===== config.mk =====
export PLATFORM = sky130hd
export DESIGN_NAME = if_prefetch
export DESIGN_NICKNAME = d
export VERILOG_FILES = /design/src/rtl/if_pkg.sv /design/src/rtl/if_fetch_queue.sv /design/src/rtl/if_prefetch.sv
export SDC_FILE = /design/constraint.sdc
export NUM_CORES = 2
export LEC_CHECK = 0
export CAP_MARGIN = 20
export CORE_ASPECT_RATIO = 1.75
export CORE_UTILIZATION = 50
export DETAILED_ROUTE_END_ITERATION = 8
export GPL_ROUTABILITY_DRIVEN = 0
export PLACE_DENSITY = 0.68
export SYNTH_ARGS = -nofsm -noshare
export SYNTH_HDL_FRONTEND = slang
export SYNTH_SLANG_ARGS = --single-unit

===== constraint.sdc =====
create_clock -name i_clk -period 7.48 [get_ports i_clk]
set_input_delay 2.244 -clock i_clk [delete_from_list [all_inputs] [get_ports i_clk]]
set_output_delay 2.244 -clock i_clk [all_outputs]
set_load 0.05 [all_outputs]

===== src/rtl/if_pkg.sv =====
// Shared types and constants for the MIPS instruction-fetch stage.
package if_pkg;

  typedef enum logic [1:0] {
    ST_LOAD   = 2'd0,
    ST_RUN    = 2'd1,
    ST_HALTED = 2'd2
  } if_state_e;

  localparam int BYTE_SIZE = 8;

  // Wide enough for any instruction width up to 8 bytes; modules slice it down.
  localparam logic [63:0] DEF_HALT_WORD = '1;

  // Index width for a power-of-two depth, never narrower than one bit.
  function automatic int idx_width(input int depth);
    return (depth > 1) ? $clog2(depth) : 1;
  endfunction

endpackage


===== src/rtl/if_fetch_queue.sv =====
// Prefetch FIFO of {PC, instruction} entries; flush empties it and wins over push.
module if_fetch_queue
  import if_pkg::*;
#(
  parameter int DEPTH  = 4,
  parameter int PC_W   = 32,
  parameter int DATA_W = 32,
  localparam int AW    = idx_width(DEPTH),
  localparam int CW    = AW + 1
) (
  input  logic              i_clk,
  input  logic              i_reset,
  input  logic              push,
  input  logic              pop,
  input  logic              flush,
  input  logic [PC_W-1:0]   push_pc,
  input  logic [DATA_W-1:0] push_instr,
  output logic [CW-1:0]     count,
  output logic [PC_W-1:0]   head_pc,
  output logic [DATA_W-1:0] head_instr
);

  logic [PC_W+DATA_W-1:0] entries [DEPTH];
  logic [AW-1:0]          rd_ptr;
  logic [AW-1:0]          wr_ptr;
  logic                   do_pop;
  logic                   do_push;

  // Pushing into a full queue is legal when the head leaves in the same cycle.
  assign do_pop  = pop && (count != '0);
  assign do_push = push && ((count < CW'(DEPTH)) || do_pop);

  always_ff @(posedge i_clk) begin
    if (do_push && !flush) begin
      entries[wr_ptr] <= {push_pc, push_instr};
    end
  end

  always_ff @(posedge i_clk or negedge i_reset) begin
    if (!i_reset) begin
      rd_ptr <= '0;
      wr_ptr <= '0;
      count  <= '0;
    end else if (flush) begin
      rd_ptr <= '0;
      wr_ptr <= '0;
      count  <= '0;
    end else begin
      if (do_pop) rd_ptr <= rd_ptr + AW'(1);
      if (do_push) wr_ptr <= wr_ptr + AW'(1);
      count <= count + CW'(do_push) - CW'(do_pop);
    end
  end

  assign {head_pc, head_instr} = entries[rd_ptr];

endmodule


===== src/rtl/if_prefetch.sv =====
// Instruction-fetch stage: loadable program memory, PC-tagged prefetch queue, redirect flush.
// Optional IF_HALT_DETECT_EN: stop fetching on a halt word and halt once decode pops it.
module if_prefetch
  import if_pkg::*;
#(
  parameter int PC_SIZE            = 32,
  parameter int WORD_SIZE_IN_BYTES = 4,
  parameter int MEM_SIZE_IN_WORDS  = 64,
  parameter int QUEUE_DEPTH        = 4,
  parameter logic [BYTE_SIZE*WORD_SIZE_IN_BYTES-1:0] HALT_WORD =
    DEF_HALT_WORD[BYTE_SIZE*WORD_SIZE_IN_BYTES-1:0],
  localparam int BUS_SIZE = BYTE_SIZE * WORD_SIZE_IN_BYTES
) (
  input  logic                i_clk,
  input  logic                i_reset,
  input  logic                i_write_mem,
  input  logic [BUS_SIZE-1:0] i_instruction,
  input  logic                i_start,
  input  logic                i_redirect,
  input  logic [PC_SIZE-1:0]  i_redirect_pc,
  input  logic                i_ready,
  output logic                o_full_mem,
  output logic                o_empty_mem,
  output logic                o_valid,
  output logic [BUS_SIZE-1:0] o_instruction,
  output logic [PC_SIZE-1:0]  o_pc,
  output logic [PC_SIZE-1:0]  o_next_seq_pc,
  output logic                o_halted,
  output if_state_e           o_state
);

  localparam int MEM_AW = idx_width(MEM_SIZE_IN_WORDS);
  localparam int WP_W   = MEM_AW + 1;
  localparam int OFS_W  = $clog2(WORD_SIZE_IN_BYTES);
  localparam int QCW    = idx_width(QUEUE_DEPTH) + 1;

  if_state_e           state;
  logic [PC_SIZE-1:0]  pc;
  logic [WP_W-1:0]     wp;
  logic                fetch_stop;
  logic                rd_valid;
  logic [PC_SIZE-1:0]  rd_pc;
  logic                rd_oob;
  logic [BUS_SIZE-1:0] rd_data;
  logic [BUS_SIZE-1:0] mem [MEM_SIZE_IN_WORDS];

  logic [PC_SIZE-1:0]  mem_idx;
  logic                load_wr;
  logic                issue;
  logic                push;
  logic                pop;
  logic                flush;
  logic                halt_pop;
  logic                stop_set;
  logic [BUS_SIZE-1:0] push_word;
  logic [QCW-1:0]      q_count;
  logic [PC_SIZE-1:0]  q_head_pc;
  logic [BUS_SIZE-1:0] q_head_instr;

  assign mem_idx     = pc >> OFS_W;
  assign o_full_mem  = (wp == WP_W'(MEM_SIZE_IN_WORDS));
  assign o_empty_mem = (wp == '0);
  assign load_wr     = (state == ST_LOAD) && i_write_mem && !o_full_mem;

  // Queue slots are reserved at issue time, so the read in flight counts as occupied.
  assign issue = (state == ST_RUN) && !fetch_stop && !i_redirect &&
                 ((int'(q_count) + int'(rd_valid)) < QUEUE_DEPTH);
  assign push      = rd_valid && (state == ST_RUN) && !i_redirect;
  assign push_word = rd_oob ? HALT_WORD : rd_data;

  // Handshake: an entry retires on a rising edge where o_valid && i_ready; while
  // o_valid is high and i_ready low, the head entry and its outputs hold steady.
  assign pop   = o_valid && i_ready;

`ifdef IF_HALT_DETECT_EN
  assign stop_set = push && (push_word == HALT_WORD);
  assign halt_pop = pop && !i_redirect && (q_head_instr == HALT_WORD);
  assign o_halted = (state == ST_HALTED);
`else
  assign stop_set = 1'b0;
  assign halt_pop = 1'b0;
  assign o_halted = 1'b0;
`endif

  assign flush = i_redirect || halt_pop;

  always_ff @(posedge i_clk) begin
    if (load_wr) mem[wp[MEM_AW-1:0]] <= i_instruction;
    rd_data <= mem[mem_idx[MEM_AW-1:0]];
  end

  always_ff @(posedge i_clk or negedge i_reset) begin
    if (!i_reset) begin
      state      <= ST_LOAD;
      pc         <= '0;
      wp         <= '0;
      fetch_stop <= 1'b0;
      rd_valid   <= 1'b0;
      rd_pc      <= '0;
      rd_oob     <= 1'b0;
    end else begin
      rd_valid <= issue;
      if (issue) begin
        rd_pc  <= pc;
        rd_oob <= (mem_idx >= PC_SIZE'(wp));
        pc     <= pc + PC_SIZE'(WORD_SIZE_IN_BYTES);
      end
      if (stop_set) fetch_stop <= 1'b1;
      case (state)
        ST_LOAD: begin
          if (load_wr) wp <= wp + WP_W'(1);
          if (i_start && !o_empty_mem) begin
            state      <= ST_RUN;
            pc         <= '0;
            fetch_stop <= 1'b0;
          end
        end
        ST_RUN: begin
          if (i_redirect) begin
            pc         <= i_redirect_pc & ~PC_SIZE'(WORD_SIZE_IN_BYTES - 1);
            fetch_stop <= 1'b0;
          end else if (halt_pop) begin
            state <= ST_HALTED;
          end
        end
        ST_HALTED: state <= ST_HALTED;
        default:   state <= ST_LOAD;
      endcase
    end
  end

  if_fetch_queue #(
    .DEPTH  (QUEUE_DEPTH),
    .PC_W   (PC_SIZE),
    .DATA_W (BUS_SIZE)
  ) u_queue (
    .i_clk      (i_clk),
    .i_reset    (i_reset),
    .push       (push),
    .pop        (pop),
    .flush      (flush),
    .push_pc    (rd_pc),
    .push_instr (push_word),
    .count      (q_count),
    .head_pc    (q_head_pc),
    .head_instr (q_head_instr)
  );

  // Idle head outputs read as zero so reset and empty look identical to decode.
  assign o_valid       = (state == ST_RUN) && (q_count != '0);
  assign o_instruction = o_valid ? q_head_instr : '0;
  assign o_pc          = o_valid ? q_head_pc : '0;
  assign o_next_seq_pc = o_pc + PC_SIZE'(WORD_SIZE_IN_BYTES);
  assign o_state       = state;

endmodule


Word level (Yosys, flattened, before mapping)
Memory sizes are Yosys's and may differ from the RTL's. A register that Yosys moved wholly into a read port is not among the register bits.
Index checks and enable logic that the tools add are counted.

word-level totals
  register bits = 83
  RAM bits = 2,304
  memories kept = 2

operators by class
  add/sub/neg operators = 8
  order comparisons = 3
  equal/unequal tests = 5
  muxes and demuxes = 21
  bitwise gates (word level) = 1
  reduce and logical (&&, ||, !) cells = 27

memories
  memory           words  width  rd ports  clocked after Yosys merged registers in  wr ports  line                  source
  mem              64     32     1         1                                        1         if_prefetch.sv:45     logic [BUS_SIZE-1:0] mem [MEM_SIZE_IN_WORDS];
  u_queue.entries  4      64     1         0                                        1         if_fetch_queue.sv:23  logic [PC_W+DATA_W-1:0] entries [DEPTH];

operator list
  cell                   number
  $mux 32                6
  $add 32x3->32 const B  2
  $pmux 32 s2            1
  $ge 30x7->1            1
  $logic_and 1x1->1      13
  $mux 2                 5
  $add 7x1->7 const B    1
  $eq 7x7->1 const B     1
  $logic_not 7->1        1
  $mux 1                 6
  $pmux 2 s3             1
  $reduce_bool 2->1      3
  $add 2x1->2 const B    2
  $add 3x1->4            1
  $logic_not 1->1        4
  $lt 4x3->1 const B     1
  $reduce_and 2->1       2
  $add 3x1->3            1
  $lt 3x3->1 const B     1
  $mux 3                 1
  $reduce_and 3->1       1
  $reduce_bool 3->1      1
  $sub 3x1->3            1
  $eq 2x1->1 const B     1
  other kinds (7)        7

Longest topological paths before layout
  word-level depth = 9
  gate-level depth with buffers = 14
  mapped depth without buffers = 9

Modules after synthesis
A second synthesis with hierarchy kept.

second synthesis, totals
  cells, all modules = 4,534
  area, all modules = 93,010.5 µm²

by module, submodules not included
  module          instances  cells an instance  area an instance (µm²)  sequential area each (µm²)
  if_prefetch     1          4,157              83,333.7                63,916.3
  if_fetch_queue  1          377                9,676.8                 7,862.5

Worst setup path before layout
Ideal clock, no wire load.

  path kind = reg2out
  start point = register state[0] (netlist: o_state[0])
  end point = output port o_next_seq_pc[30]
  arrival time = 4.228 ns
  setup slack = 1.008 ns
  cell stages (with the launch flop) = 13
  path buffers = 4
  cells stage by stage = dfrtp_1 > clkbuf_2 > nor2b_1 > clkbuf_1 > clkbuf_1 > clkbuf_1 > and3_1 > ha_1 > nand2_1 > or3_1 > nor4_2 > nand2_1 > xnor2_1

on the way
  longest elaborated chain between the ends = 4

RTL lines
  what                    line                source
  start, declared         if_prefetch.sv:37   if_state_e state;
  start signal, assigned  if_prefetch.sv:94   state <= ST_LOAD;
  start signal, assigned  if_prefetch.sv:113  state <= ST_RUN;
  start signal, assigned  if_prefetch.sv:123  state <= ST_HALTED;
  $eq 2x1->1              if_prefetch.sv:150  assign o_valid = (state == ST_RUN) && (q_count != '0);
  $logic_and 1x1->1       if_prefetch.sv:150
  $mux 32                 if_prefetch.sv:152  assign o_pc = o_valid ? q_head_pc : '0;
  net o_pc[3]             if_prefetch.sv:26   output logic [PC_SIZE-1:0] o_pc,
  $add 32x3->32           if_prefetch.sv:153  assign o_next_seq_pc = o_pc + PC_SIZE'(WORD_SIZE_IN_BYTES);
  end, declared           if_prefetch.sv:27   output logic [PC_SIZE-1:0] o_next_seq_pc,

The timed path passes the listed nets, and every way through them passes these cells.

Final worst setup path
  start point = register u_queue.rd_ptr[0]
  end point = output port o_next_seq_pc[28]

on the way
  longest elaborated chain between the ends = 3

RTL lines
  what                    line                  source
  start, declared         if_fetch_queue.sv:24  logic [AW-1:0] rd_ptr;
  start signal, assigned  if_fetch_queue.sv:49  if (do_pop) rd_ptr <= rd_ptr + AW'(1);
  $mem_v2 4x64            --
  $mux 32                 if_prefetch.sv:152
  $add 32x3->32           if_prefetch.sv:153

No other way between the ends.

==> results.json <==
{
  "status": "finished clean",
  "critPathKind": "reg2out",
  "tightest_slew_ps": 1157,
  "vias": 42450,
  "min_period_ps": 7205,
  "gr-usage-all-layers_pct": 22.68,
  "cp-end-kind": "primary output",
  "clockRootBuffer": "clkbuf_16",
  "overflow": 0,
  "fin_worst_skew_ps": 47.61,
  "whs_ps": 491.0,
  "drtIter0Drc": 3825,
  "register_area_sq_um": 71570,
  "crit_slowest_cell": "clkdlybuf4s50_1",
  "slew_headroom_pct": 22.66,
  "hold_viol": 0,
  "wl_per_cell_um": 30.24,
  "grt_setup_unrepaired": "no",
  "grt_pass1_wl_mm": 305.7,
  "syn_area_sq_um": 92740,
  "ir_drop_uv": 368.8,
  "worst-path-buf-inv": 1,
  "post_cts_buffers": 0,
  "numCtsBuffers": 197,
  "drv_slew": 0,
  "final_cells": 6947,
  "core_area_sq_um": 183700,
  "grt_pass1_vias": 44020,
  "hpwl_mm": 128.4,
  "fin_nets": 4461,
  "cts.hold.buffers_added": 0,
  "ioPinCount": 172,
  "drive_above_1_share_pct": 28.00,
  "ys_top_cells_by_area": "edfxtp_1 (74%), mux4_2 (17%), dfrtp_1 (2.1%), nand2_1 (0.76%), dfxtp_1 (0.69%)",
  "grt_max_degree": 126,
  "ys.flop_type": "edfxtp_1",
  "remaining_drc_errors": 0,
  "yosysMostFrequentCell": "edfxtp_1",
  "cp-start-kind": "flip-flop",
  "hp-class": "reg2reg",
  "cp_top_family": "simple AND/OR/NAND/NOR gates",
  "place_area_sq_um": 97730,
  "syn_to_final_growth_pct": 12.77,
  "clk_path_buf_depth": 4,
  "seq_area_frac_synth_pct": 77.14,
  "synth-seq-cells": 2406,
  "design_area_sq_um": 104600,
  "required_ps": 5240,
  "ctsResizeCount": 0,
  "synth_top_area_share_pct": 74.34,
  "drt-vias-per-instance": 6.111,
  "crit_fanout": 27,
  "dieArea_sq_um": 187300,
  "initial_core_util_pct": 50.48,
  "synthTopCellsByCount": "edfxtp_1 (2296), mux4_2 (687), nand2_1 (187)",
  "timing.setup.tns_ps": 0,
  "avgSynthCellArea_sq_um": 22.71,
  "clk_pin_slew_worst_paths_ps": 70,
  "multiInputGateArea_sq_um": 20500,
  "synth_cell_types": 54,
  "antenna_found_initial": 15,
  "synth_edf_count": 2296,
  "htreeDepth": 4,
  "critPathMaxStageDelay_ps": 820,
  "io_buffers": 164,
  "setup_viol_count_final": 0,
  "clkSinkCount": 2406,
  "fill_cells": 13190,
  "syn_inst": 4084,
  "p_leak_nw": 32.39,
  "max_freq_ghz": 0.1388,
  "crit_arrival_ps": 4960,
  "min_period_over_period_pct": 96.32,
  "path_cells": "mux4_2 > and3_1 > ha_1 > nand2_1 > nor3_1 > nand4_1 > nor3_1 > xor2_1 > clkdlybuf4s50_1",
  "yosys_warnings": 0,
  "cts_tree": "done",
  "drt_wl_total_mm": 210.1,
  "ant_nets": 0,
  "max-cap-violations": 0,
  "place_inst": 6567,
  "die_x_um": 327.6,
  "powerDensity_nw_per_um2": 301.8,
  "crit_top_cell": "nor3_1",
  "dr.pass1.iters": 7,
  "num_rows": 208,
  "synth_largest_area_cell": "edfxtp_1",
  "async_flop_share_pct": 3.242,
  "die_y_um": 571.7,
  "clkLatencyLatePin_ps": 840
}
-- metrics by stage --
| step | power, mW | setup slack, ps | util [%] |
|---|---|---|---|
| 6_report | 31.57 | 275.3 | 56.92 |
| 5_1_grt | 32.49 | 20.63 | 56.92 |
| 4_1_cts | 31.79 | 330.5 | 56.67 |
| 3_5_place_dp | 21.57 | 1221 | 53.19 |
| 3_3_place_gp | 21.52 | 1259 | 53.19 |
| 2_1_floorplan | 19.65 | 1008 | - |
-- registers in the layout (all words and copies together) (netlist names) --
register	flops
u_queue.rd_ptr	2
pc	30
rd_pc	30
rd_valid	1
o_state	2
rd_data	32
rd_oob	1
wp	7
mem	2048
u_queue.entries	248
u_queue.wr_ptr	2
u_queue.count	3
-- metal layers --
metal	global-route usage [%]	vias up	wire length (um)
met5	0	-	69
met4	7.390	10	6790
met3	2.395	372	10230
met2	42.34	1420	117700
met1	27.31	22990	75260
li1	-	17670	-
-- final timing paths --
path | startpoint | to | slack [ps] | cells after the start
setup / recovery | u_queue.rd_ptr[0]$_DFFE_PN0P_ | o_next_seq_pc[28] | 280 | 9
hold / removal | rd_pc[22]$_DFFE_PN0N_ | u_queue.entries[3][54]$_DFFE_PP_ | 490 | 0
hold reg to reg | rd_pc[22]$_DFFE_PN0N_ | u_queue.entries[3][54]$_DFFE_PP_ | 490 | 0
max in group asynchronous | i_reset | u_queue.rd_ptr[0]$_DFFE_PN0P_ | 4950 | 2
min in group asynchronous | i_reset | pc[31]$_DFF_PN0_ | 1370 | 1
setup reg to reg | pc[3]$_DFF_PN0_ | rd_data[21]$_DFF_P_ | 3490 | 5
-- logic make-up after synthesis --
family | share of synthesized area, %
flops | 77.14
simple gates | 2.559
mux | 17.28
other cells | 0.004043
xor+xnor | 0.6139
compound gates | 0.8351
fa+ha+maj | 0.2644
buf+inv | 1.310
-- placed cells by master (no fill, tap or decap), types with 28 or more instances in the layout --
cell             count
mux2i_1             41
or2_2               33
edfxtp_1          2296
o21ai_0             36
clkbuf_1            36
nand2_1            187
dfxtp_1             32
clkinv_1            35
clkbuf_16          201
buf_12              30
xnor2_1             37
mux4_2             687
buf_4              109
buf_2               32
and3_1              68
dfrtp_1             70
nor2_4              64
a211oi_1            29
clkdlybuf4s50_1    131
xor2_1              28
clkinv_2            38
-- report_power, final --
| group | internal, mW | leakage (nW) | switching (mW) |
|---|---|---|---|
| Clock | 5.76 | 3.14 | 4.59 |
| Sequential | 15.0 | 21.7 | 0.327 |
| Combinational | 2.50 | 7.60 | 3.35 |
| Total | 23.3 | 32.4 | 8.27 |
-- final cells by class --
cell class	count	area share, %
sequential	2406	68.43
multi-input combinational	1436	19.60
clock buffer	248	5.083
tap	2415	2.889
timing repair buffer	306	2.869
clock inverter	108	1.029
inverter	25	0.08973
antenna	3	0.007178
Power figures use the tool's default switching activity.
